### config.mk
export PLATFORM = sky130hd
export DESIGN_NAME = i2c_master_mg_flat
export DESIGN_NICKNAME = d
export VERILOG_FILES = /design/src/rtl/i2c_master_mg_if.sv /design/src/rtl/i2c_master_mg.sv /design/src/flat_wrapper.sv
export SDC_FILE = /design/constraint.sdc
export NUM_CORES = 1
export LEC_CHECK = 0
export ABC_AREA = 0
export CORE_ASPECT_RATIO = 0.7
export CORE_UTILIZATION = 51
export CTS_BUF_LIST = sky130_fd_sc_hd__clkbuf_16
export DETAILED_ROUTE_END_ITERATION = 8
export PLACE_DENSITY_LB_ADDON = 0.08
export SETUP_SLACK_MARGIN = 0.02
export SLEW_MARGIN = 20
export SYNTH_ARGS = -nofsm -noshare
export SYNTH_HDL_FRONTEND = slang
export SYNTH_SLANG_ARGS = --single-unit
### constraint.sdc
create_clock -name CLK -period 2.46 [get_ports CLK]
set_input_delay 0.492 -clock CLK [delete_from_list [all_inputs] [get_ports CLK]]
set_output_delay 0.492 -clock CLK [all_outputs]
set_load 0.02 [all_outputs]
### src/rtl/i2c_master_mg_if.sv
// Client request/response and byte-engine command bus of the TCPM-side I2C transaction manager.
interface i2c_master_mg_if;
  logic       REQ;
  logic       RNW;
  logic [7:0] ADDR;
  logic [7:0] WR_DATA;
  logic [7:0] RD_DATA;
  logic       ACK;
  logic       ERR;
  logic       BUSY;
  logic       CMD_VALID;
  logic [1:0] CMD;
  logic [7:0] TX_BYTE;
  logic       MASTER_NACK;
  logic       CMD_DONE;
  logic [7:0] RX_BYTE;
  logic       SLAVE_NACK;

  modport master (
    input  REQ, RNW, ADDR, WR_DATA, CMD_DONE, RX_BYTE, SLAVE_NACK,
    output RD_DATA, ACK, ERR, BUSY, CMD_VALID, CMD, TX_BYTE, MASTER_NACK
  );

  modport slave (
    output REQ, RNW, ADDR, WR_DATA, CMD_DONE, RX_BYTE, SLAVE_NACK,
    input  RD_DATA, ACK, ERR, BUSY, CMD_VALID, CMD, TX_BYTE, MASTER_NACK
  );
endinterface

### src/rtl/i2c_master_mg.sv
// Single-register I2C read/write sequencer: drives a byte-level master engine through
// START / address / data / repeated-START / STOP and returns data plus an error flag.
module i2c_master_mg #(
  parameter logic [6:0]  SLAVE_ADDR = 7'h50,
  parameter int unsigned TIMEOUT    = 1023
) (
  input  logic            CLK,
  input  logic            RESET,
  i2c_master_mg_if.master bus
);
  // counter only ever holds 0..TIMEOUT-1; the wait that would make it reach TIMEOUT aborts
  localparam int CW = (TIMEOUT < 2) ? 1 : $clog2(TIMEOUT);
  localparam logic [CW-1:0] TMO_LAST = CW'(TIMEOUT - 1);

  typedef enum logic [1:0] {C_START = 2'd0, C_WRITE = 2'd1, C_READ = 2'd2, C_STOP = 2'd3} cmd_e;

  typedef enum logic [4:0] {
    IDLE,
    START_I, START_W, DEVW_I, DEVW_W, REG_I, REG_W,
    WDAT_I, WDAT_W,
    RST_I, RST_W, DEVR_I, DEVR_W, RDAT_I, RDAT_W,
    STOP_I, STOP_W, RESP
  } state_e;

  state_e        state_q, state_d;
  logic [CW-1:0] cnt_q, cnt_d;
  logic          err_q, err_d;
  logic          rnw_q, rnw_d;
  logic [7:0]    addr_q, addr_d;
  logic [7:0]    wdat_q, wdat_d;
  logic [7:0]    hold_q, hold_d;
  logic [7:0]    rd_q, rd_d;

  logic          cmd_valid, mnack, issue, in_wait, can_nack;
  logic [1:0]    cmd;
  logic [7:0]    tx;
  state_e        ok_nxt;

  always_ff @(posedge CLK) begin
    if (RESET) begin
      state_q <= IDLE;
      cnt_q   <= '0;
      err_q   <= 1'b0;
      rnw_q   <= 1'b0;
      addr_q  <= '0;
      wdat_q  <= '0;
      hold_q  <= '0;
      rd_q    <= '0;
    end else begin
      state_q <= state_d;
      cnt_q   <= cnt_d;
      err_q   <= err_d;
      rnw_q   <= rnw_d;
      addr_q  <= addr_d;
      wdat_q  <= wdat_d;
      hold_q  <= hold_d;
      rd_q    <= rd_d;
    end
  end

  always_comb begin
    state_d   = state_q;
    cnt_d     = cnt_q;
    err_d     = err_q;
    rnw_d     = rnw_q;
    addr_d    = addr_q;
    wdat_d    = wdat_q;
    hold_d    = hold_q;
    rd_d      = rd_q;
    cmd_valid = 1'b0;
    cmd       = 2'd0;
    tx        = 8'h00;
    mnack     = 1'b0;
    issue     = 1'b0;
    in_wait   = 1'b0;
    can_nack  = 1'b0;
    ok_nxt    = IDLE;

    unique case (state_q)
      IDLE: if (bus.REQ) begin
        rnw_d   = bus.RNW;
        addr_d  = bus.ADDR;
        wdat_d  = bus.WR_DATA;
        state_d = START_I;
      end
      START_I: begin issue = 1'b1; cmd = C_START; state_d = START_W; end
      START_W: begin in_wait = 1'b1; ok_nxt = DEVW_I; end
      DEVW_I:  begin issue = 1'b1; cmd = C_WRITE; tx = {SLAVE_ADDR, 1'b0}; state_d = DEVW_W; end
      DEVW_W:  begin in_wait = 1'b1; can_nack = 1'b1; ok_nxt = REG_I; end
      REG_I:   begin issue = 1'b1; cmd = C_WRITE; tx = addr_q; state_d = REG_W; end
      REG_W:   begin in_wait = 1'b1; can_nack = 1'b1; ok_nxt = rnw_q ? RST_I : WDAT_I; end
      WDAT_I:  begin issue = 1'b1; cmd = C_WRITE; tx = wdat_q; state_d = WDAT_W; end
      WDAT_W:  begin in_wait = 1'b1; can_nack = 1'b1; ok_nxt = STOP_I; end
      RST_I:   begin issue = 1'b1; cmd = C_START; state_d = RST_W; end
      RST_W:   begin in_wait = 1'b1; ok_nxt = DEVR_I; end
      DEVR_I:  begin issue = 1'b1; cmd = C_WRITE; tx = {SLAVE_ADDR, 1'b1}; state_d = DEVR_W; end
      DEVR_W:  begin in_wait = 1'b1; can_nack = 1'b1; ok_nxt = RDAT_I; end
      // single-byte read: master NACKs the only byte so the slave releases SDA for STOP
      RDAT_I:  begin issue = 1'b1; cmd = C_READ; mnack = 1'b1; state_d = RDAT_W; end
      RDAT_W:  begin
        in_wait = 1'b1;
        ok_nxt  = STOP_I;
        if (bus.CMD_DONE) hold_d = bus.RX_BYTE;
      end
      STOP_I:  begin issue = 1'b1; cmd = C_STOP; state_d = STOP_W; end
      STOP_W:  begin in_wait = 1'b1; ok_nxt = RESP; end
      RESP:    state_d = IDLE;
      default: state_d = IDLE;
    endcase

    if (issue) begin
      cmd_valid = 1'b1;
      cnt_d     = '0;
    end

    if (in_wait) begin
      if (bus.CMD_DONE) begin
        if (can_nack && bus.SLAVE_NACK) begin
          err_d   = 1'b1;
          state_d = STOP_I;
        end else begin
          state_d = ok_nxt;
        end
      end else if (cnt_q == TMO_LAST) begin
        // a stuck STOP cannot be retried, so give up straight to the response
        err_d   = 1'b1;
        state_d = (state_q == STOP_W) ? RESP : STOP_I;
      end else begin
        cnt_d = cnt_q + CW'(1);
      end
    end

    if (state_d == RESP && rnw_q && !err_d) rd_d = hold_q;
    if (state_d == IDLE) err_d = 1'b0;
  end

  assign bus.CMD_VALID   = cmd_valid;
  assign bus.CMD         = cmd;
  assign bus.TX_BYTE     = tx;
  assign bus.MASTER_NACK = mnack;
  assign bus.ACK         = (state_q == RESP);
  assign bus.ERR         = (state_q == RESP) && err_q;
  assign bus.BUSY        = (state_q != IDLE);
  assign bus.RD_DATA     = rd_q;
endmodule

### src/flat_wrapper.sv
// flat-port wrapper written by rule: the top's interface ports become plain ports
module i2c_master_mg_flat 
#(
  parameter logic [6:0]  SLAVE_ADDR = 7'h50,
  parameter int unsigned TIMEOUT    = 1023
)
  (CLK, RESET, bus_REQ, bus_RNW, bus_ADDR, bus_WR_DATA, bus_CMD_DONE, bus_RX_BYTE, bus_SLAVE_NACK, bus_RD_DATA, bus_ACK, bus_ERR, bus_BUSY, bus_CMD_VALID, bus_CMD, bus_TX_BYTE, bus_MASTER_NACK);
  i2c_master_mg_if bus_i ();
  input  logic CLK;
  input  logic RESET;
  input wire logic [$bits(bus_i.REQ)-1:0] bus_REQ;
  input wire logic [$bits(bus_i.RNW)-1:0] bus_RNW;
  input wire logic [$bits(bus_i.ADDR)-1:0] bus_ADDR;
  input wire logic [$bits(bus_i.WR_DATA)-1:0] bus_WR_DATA;
  input wire logic [$bits(bus_i.CMD_DONE)-1:0] bus_CMD_DONE;
  input wire logic [$bits(bus_i.RX_BYTE)-1:0] bus_RX_BYTE;
  input wire logic [$bits(bus_i.SLAVE_NACK)-1:0] bus_SLAVE_NACK;
  output wire logic [$bits(bus_i.RD_DATA)-1:0] bus_RD_DATA;
  output wire logic [$bits(bus_i.ACK)-1:0] bus_ACK;
  output wire logic [$bits(bus_i.ERR)-1:0] bus_ERR;
  output wire logic [$bits(bus_i.BUSY)-1:0] bus_BUSY;
  output wire logic [$bits(bus_i.CMD_VALID)-1:0] bus_CMD_VALID;
  output wire logic [$bits(bus_i.CMD)-1:0] bus_CMD;
  output wire logic [$bits(bus_i.TX_BYTE)-1:0] bus_TX_BYTE;
  output wire logic [$bits(bus_i.MASTER_NACK)-1:0] bus_MASTER_NACK;
  assign bus_i.REQ = bus_REQ;
  assign bus_i.RNW = bus_RNW;
  assign bus_i.ADDR = bus_ADDR;
  assign bus_i.WR_DATA = bus_WR_DATA;
  assign bus_i.CMD_DONE = bus_CMD_DONE;
  assign bus_i.RX_BYTE = bus_RX_BYTE;
  assign bus_i.SLAVE_NACK = bus_SLAVE_NACK;
  assign bus_RD_DATA = bus_i.RD_DATA;
  assign bus_ACK = bus_i.ACK;
  assign bus_ERR = bus_i.ERR;
  assign bus_BUSY = bus_i.BUSY;
  assign bus_CMD_VALID = bus_i.CMD_VALID;
  assign bus_CMD = bus_i.CMD;
  assign bus_TX_BYTE = bus_i.TX_BYTE;
  assign bus_MASTER_NACK = bus_i.MASTER_NACK;
  i2c_master_mg #(.SLAVE_ADDR(SLAVE_ADDR), .TIMEOUT(TIMEOUT)) u_core (.CLK(CLK), .RESET(RESET), .bus(bus_i));
endmodule
==> results of run 1 <==
-- worst max-delay path, stage by stage (launching register included) --
cell	delay, ns
dfxtp_1	0.39
buf_4	0.18
nand3b_1	0.17
nor2_1	0.19
clkdlybuf4s50_1	0.63
-- through the flow --
step                hold slack (ns)  setup slack, ns  cells
finish                        0.475            0.129    416
global route                  0.500           0.0309    416
CTS                           0.479           0.0247    416
detailed placement            0.466            0.187    408
global placement              0.461            0.211    408
floorplan                     0.441            0.490    290
-- flip-flops by register name, indices dropped and copies added, names as in the netlist --
| signal | cells |
|---|---|
| u_core.state_q | 5 |
| u_core.err_q | 1 |
| u_core.cnt_q | 10 |
| u_core.addr_q | 8 |
| u_core.wdat_q | 8 |
| u_core.rnw_q | 1 |
| u_core.hold_q | 8 |
| u_core.bus.RD_DATA | 8 |
-- layout make-up --
class,instances,share of cell area (%)
Clock inverter,3,1.49
Clock buffer,5,3.72
Inverter,7,0.781
Tap cell,69,2.57
Multi-Input combinational cell,213,42.6
Sequential cell,49,29.2
Timing Repair Buffer,70,19.7
-- power breakdown --
group	internal, W	switching (W)	leakage [nW]
clock network	0.000489	0.000324	0.0859
logic	0.000206	0.000236	0.918
registers	0.000835	0.0000320	0.398
-- how the worst max path moves through the flow --
stage	slack (ns)	startpoint	endpoint	cells past startpoint
finish	0.13	u_core.state_q[2]	bus_MASTER_NACK	4
global route	0.03	u_core.state_q[2]	bus_TX_BYTE[0]	5
CTS	0.02	u_core.state_q[1]	bus_TX_BYTE[2]	6
detailed placement	0.19	u_core.state_q[4]	bus_ERR	5
global placement	0.21	u_core.state_q[4]	bus_ERR	5
floorplan	0.49	u_core.cnt_q[0]	u_core.bus.RD_DATA[0]	7
-- synth_stat cells (all sizes together) --
cell      n
o311a     1
a21bo     2
a21oi     9
xor2      4
and3      4
o22ai     2
nand3b    2
and4      2
o2111ai   4
o221a     1
nand3     8
and2      4
a32oi     3
or2       3
nor2b     4
or4       1
nor3      1
clkbuf   15
o311ai    1
nand2     9
a41oi     1
o32ai     3
a22oi     5
nand4     4
nor4      3
or3b      1
o21a      1
buf       6
o211ai    3
a211o     1
a31oi     5
xnor2     2
o21ai     8
mux2i    33
a2bb2oi   1
a31o      1
o21bai    1
nor2     51
inv       7
ha        2
nand2b   19
dfxtp    49
or3       2
o31ai     1
-- per-layer routing --
layer	GRT usage (%)	part of all wire, %	vias up
li1	-	-	1140
met1	33.8	50	1083
met4	6.19	0.60	0
met2	36.8	44	64
met3	6.12	5.3	4
met5	0	0	-
-- cells by family after synthesis --
| logic type | synth area share, % |
|---|---|
| AO/OA/AOI/OAI | 15.3 |
| XOR/XNOR | 2.08 |
| multiplexers | 13.1 |
| buffers and inverters | 4.94 |
| AND/OR/NAND/NOR | 24.9 |
| flip-flops | 38.8 |
| adder cells (fa/ha/maj) | 0.988 |
==> summary.md, run 1 <==
| Metric | Value |
|---|---|
| Count of final setup violators | `0` |
| Number of nets in the final layout | `roughly 380` |
| Layout-stage area growth over the synthesis result | `33.0%` |
| Initial standard-cell utilization of the core | `between 50% and 60%` |
| Iteration count of the initial detailed-routing pass | `4` |
| Required time of the worst setup path | `1.97 ns` |
| Post-detailed-route count of antenna-violating nets | `0` |
| Clk Latency, worst-skew pair | `0.29 ns` |
| Endpoint of the worst register-to-register path | `u_core.cnt_q[8]` |
| Average cell area after synthesis | `slightly below 9 µm²` |
| Most common library cell in the layout ignoring fill and taps | `nor2_1` |
| Synth top area cells | `dfxtp_1, mux2i_1, nor2_1` |
| RSZ-0062 raised after global routing | `no` |
| Reg-to-reg setup timing slack | `about 0.33 ns` |
| Result of the run | `completed` |
| Top achievable clock speed | `roughly 430 MHz` |
| Post-CTS setup buffer count | `0` |
| Instance area after placement | `0.00317 mm²` |
| Area share of the leading cell type in the synthesized netlist | `about two fifths` |
| Initial detailed-routing violation count | `100` |
| Worst vdd ir | `0.423 mV` |
| Reported leakage power | `roughly 1.4 nW` |
| R2r worst-path depth | `6` |
| Via density | `about 5.5` |
| TritonCTS Sinks | `49` |
| Sequential standard cell area | `982 µm²` |
| Number of design rule violations left after detail routing | `0` |
| Antenna violations before repair | `0` |
| Io pins | `53` |
| Placeable core region | `0.00478 mm²` |
| Total routing usage reported by global routing | `between 20% and 30%` |
| Final std cell area, no fill | `around 0.0034 mm²` |
| Final hold violation count | `0` |
| Placed wire-length estimate after detailed placement | `approximately 4300 µm` |
| ANT cells | `0` |
| Flop and latch count out of synthesis | `49` |
| Min-Delay Startpoint | `u_core.hold_q[2]` |
| Worst Skew | `roughly 0.0044 ns` |
| Largest driver fanout on the critical path | `9` |
| Most area-hungry cell type in the Yosys netlist | `dfxtp_1` |
| Total CTS buffers | `5` |
| Transition at the pin with the smallest max-transition slack | `roughly 0.4 ns` |
| Y dimension of the die | `60.9 µm` |
| Count of yosys warnings during synthesis | `0` |
| CTS tree | `yes` |
| Number of instances on the worst hold path | `2` |
| Post-Route Utilization | `approximately 70%` |
| Wire length of the first global-routing pass | `9650 µm` |
| Wire length per cell | `approximately 14 µm` |
| Setup TNS | `0 ns` |
| Die ar. | `~0.0053 mm²` |
| Routed via count | `roughly 2,300` |
| Gate count after technology mapping | `290` |
| Reg2Reg Launch Point | `u_core.state_q[1]` |
| Unique cell type count in the Yosys netlist | `49` |
| Multi-input logic area | `0.00143 mm²` |
| Most frequent cells in the layout | `nor2_1, dfxtp_1, clkdlybuf4s50_1` |
| Largest net degree at the start of global routing | `43` |
| CTS resizes | `6` |
| Layout cell share with drive strength beyond 1 | `12.1%` |
| Post-Syn Area | `0.00253 mm²` |
| Placement Rows | `21` |
| Crit path capture type | `primary output` |
| Maximum clock insertion buffer count | `2` |
| Post-Synthesis Net Count | `around 320` |
| WP data arrival | `1.84 ns` |
| Tmin final | `about 2.3 ns` |
| Worst Setup Path Type | `reg2out` |
| CTS Hold Bufs | `0` |
| Type of the worst min-delay path | `reg2reg` |
| Routability-driven placement congestion ratio | `0.859` |
| Total Wirelength | `between 6000 and 7000 µm` |
| Endpoint of the worst hold-timing path | `u_core.bus.RD_DATA[2]` |
| Number of global-route vias before repair | `about 2,000` |
| Buffer type at the clock tree root | `clkbuf_16` |
| CTS H-tree lvls | `2` |
| Share of the yosys chip area belonging to registers | `38.8%` |
| Max-slew violation total from the final report | `0` |
| Worst slew margin | `73.0%` |
| Number of violations of the max-capacitance limit | `0` |
| Global-route congestion overflow total | `0` |
| Number of buffers inserted by port buffering | `52` |
| Filler cell count | `378` |
| Crit start category | `flip-flop` |
| Overall power | `about 0.0021 W` |
| Tcrit/Tclk final | `~95%` |
| Total power density per cell area | `roughly 630 mW/mm²` |
| Clock-pin transition on the worst setup and hold timing paths | `around 0.070 ns` |
| Horiz. Die Dim | `approximately 86 µm` |
(Power assumes the default switching activity.)
==> run 2, diff against run 1 <==
--- a/config.mk
+++ b/config.mk
@@ -8,7 +8,6 @@
 export ABC_AREA = 0
 export CORE_ASPECT_RATIO = 0.7
 export CORE_UTILIZATION = 51
-export CTS_BUF_LIST = sky130_fd_sc_hd__clkbuf_16
 export DETAILED_ROUTE_END_ITERATION = 8
 export PLACE_DENSITY_LB_ADDON = 0.08
 export SETUP_SLACK_MARGIN = 0.02
==> summary.md, run 2 (synthesized netlist as in run 1, its figures left out) <==
| Metric | Value |
|---|---|
| Result of the run | `completed` |
| Number of nets in the final layout | `378 (unchanged)` |
| Standard cell with the maximum stage delay on the critical path | `clkdlybuf4s50_1` |
| Worst setup path endpoint | `bus_MASTER_NACK` |
| Flip-flop count of the largest register, all copies and words added | `10 (unchanged)` |
| Largest net degree at the start of global routing | `43 (unchanged)` |
| Top achievable clock speed | `422 MHz (-1.5%)` |
| Count of final setup violators | `0 (unchanged)` |
| Post-Route Utilization | `69.0% (-1.3 points)` |
| Buffer type at the clock tree root | `clkbuf_8` |
| Number of instances on the worst hold path | `2 (unchanged)` |
| Total Wirelength | `5910 µm (-1.9%)` |
| Setup TNS | `0 ns (unchanged)` |
| Type of the worst min-delay path | `reg2reg` |
| CTS tree | `yes` |
| Overall power | `0.00192 W (-9.6%)` |
| Maximum clock insertion buffer count | `2 (unchanged)` |
| Most common library cell in the layout ignoring fill and taps | `nor2_1` |
| Iteration count of the initial detailed-routing pass | `5 (+1)` |
| Routability-driven placement congestion ratio | `0.859 (unchanged)` |
| Tmin final | `2.37 ns (+0.0362 ns)` |
| CTS H-tree lvls | `2 (unchanged)` |
| Crit start category | `flip-flop` |
| Crit path capture type | `primary output` |
| Max-slew violation total from the final report | `0 (unchanged)` |
| ANT cells | `0 (unchanged)` |
| Largest driver fanout on the critical path | `9 (unchanged)` |
| RSZ-0062 raised after global routing | `no` |
| Tcrit/Tclk final | `96.2% (+1.5 points)` |
| Most frequent cells in the layout | `nor2_1, dfxtp_1, clkdlybuf4s50_1` |
| Total CTS buffers | `5 (unchanged)` |
| Layout cell share with drive strength beyond 1 | `12.1% (unchanged)` |
| Number of global-route vias before repair | `1,971 (-2.6%)` |
| Antenna violations before repair | `0 (unchanged)` |
| Reported leakage power | `1.35 nW (-3.7%)` |
| Placement Rows | `21 (unchanged)` |
| R2r worst-path depth | `6 (unchanged)` |
| Endpoint of the worst register-to-register path | `u_core.cnt_q[8]` |
| Placeable core region | `0.00478 mm² (unchanged)` |
| WP data arrival | `1.88 ns (+0.04 ns)` |
| Die ar. | `0.00525 mm² (unchanged)` |
| Largest Register | `u_core.cnt_q` |
| TritonCTS Sinks | `49 (unchanged)` |
| Worst Skew | `0.00486 ns (+0.000495 ns)` |
| Horiz. Die Dim | `86.2 µm (unchanged)` |
| Worst vdd ir | `0.275 mV (-35%)` |
| Post-detailed-route count of antenna-violating nets | `0 (unchanged)` |
| Required time of the worst setup path | `1.97 ns (about the same)` |
| Via density | `5.53 (+0.35%)` |
| Wire length per cell | `14.2 µm (-1.9%)` |
| Number of violations of the max-capacitance limit | `0 (unchanged)` |
| Global-route congestion overflow total | `0 (unchanged)` |
| Initial detailed-routing violation count | `134 (+34%)` |
| Clk Latency, worst-skew pair | `0.31 ns (+0.02 ns)` |
| Cell-by-cell trace of the critical path | `buf_4 > nand3b_1 > nor2_1 > clkdlybuf4s50_1` |
| Largest stage delay on the critical path | `0.63 ns (about the same)` |
| Number of design rule violations left after detail routing | `0 (unchanged)` |
| Total power density per cell area | `581 mW/mm² (-7.9%)` |
| Clock-pin transition on the worst setup and hold timing paths | `0.10 ns (+0.03 ns)` |
| Y dimension of the die | `60.9 µm (unchanged)` |
| Worst slew margin | `73.8% (+0.84 points)` |
| Worst Setup Path Type | `reg2out` |
| Wire length of the first global-routing pass | `9440 µm (-2.1%)` |
| Reg2Reg Launch Point | `u_core.state_q[1]` |
| Total routing usage reported by global routing | `23.6% (-0.38 points)` |
| Reg-to-reg setup timing slack | `0.34 ns (about the same)` |
| Initial standard-cell utilization of the core | `52.9% (unchanged)` |
| Crit. Startpoint | `u_core.state_q[2]` |
| Final hold violation count | `0 (unchanged)` |
| Placed wire-length estimate after detailed placement | `4330 µm (unchanged)` |
| Layout-stage area growth over the synthesis result | `30.4%` |
| Number of buffers inserted by port buffering | `52 (unchanged)` |
| Io pins | `53 (unchanged)` |
| Transition at the pin with the smallest max-transition slack | `0.391 ns (-0.0126 ns)` |
| Routed via count | `2,299 (+0.35%)` |
| Post-CTS setup buffer count | `0 (unchanged)` |
-- run 2: cell count changes in the layout (fill, tap and decap cells not counted), sizes merged --
cell / previous run / this run
clkdlybuf4s15: 0 / 1
clkdlybuf4s50: 43 / 42
dlygate4sd2: 4 / 6
dlymetal6s2s: 5 / 3
-- run 2: where the power goes --
| group | switching [W] | internal [W] | leakage (nW) |
|---|---|---|---|
| Sequential | 0.0000317 | 0.000835 | 0.398 |
| Combinational | 0.000236 | 0.000206 | 0.891 |
| Clock | 0.000298 | 0.000312 | 0.0603 |
-- run 2: final cells by class --
class | instances | area [µm²]
clock buffer | 5 | 68.8
timing repair buffer | 70 | 656
multi-input combinational | 213 | 1430
clock inverter | 3 | 50.0
tap | 69 | 86.3
fill | 387 | 1480
sequential | 49 | 982
inverter | 7 | 26.3
-- run 2: layer usage --
metal,global-route usage (%),part of all wire (%),vias up
li1,-,-,1143
met1,33.0,49,1078
met2,35.8,44,76
met3,7.35,6.4,2
met4,5.48,0.36,0
met5,0,0,-
-- run 2: per-stage QoR --
| stage | setup slack [ns] | hold WS, ns | instance area [µm²] | cells |
|---|---|---|---|---|
| final | 0.0929 | 0.479 | 3300 | 416 |
| after CTS | 0.0327 | 0.483 | 3290 | 416 |
| after detailed placement | 0.187 | 0.466 | 3170 | 408 |
| after global routing | 0.0305 | 0.505 | 3300 | 416 |
| after global placement | 0.211 | 0.461 | 3170 | 408 |
| after floorplan | 0.490 | 0.441 | 2530 | 290 |
-- run 2: worst min path at each step --
| stage | start | endpoint | slack (ns) |
|---|---|---|---|
| after floorplan | u_core.cnt_q[9] | u_core.cnt_q[9] | 0.44 |
| after global placement | u_core.bus.RD_DATA[2] | u_core.bus.RD_DATA[2] | 0.46 |
| after detailed placement | u_core.bus.RD_DATA[5] | u_core.bus.RD_DATA[5] | 0.47 |
| after CTS | u_core.hold_q[4] | u_core.bus.RD_DATA[4] | 0.48 |
| after global routing | u_core.bus.RD_DATA[5] | u_core.bus.RD_DATA[5] | 0.50 |
| final | u_core.hold_q[2] | u_core.bus.RD_DATA[2] | 0.48 |
-- run 2: critical path, delay by kind of cell (launching register included) --
family	cells	cell delay, ns
AND/OR/NAND/NOR	2	0.37
buffers and inverters	2	0.81
flip-flops	1	0.39
-- run 2: what timing repair did --
action	4_1_cts	5_1_grt
hold endpoints to repair	0	0
gates resized for setup	9	6
hold buffers	0	0
setup endpoints to repair	9	4
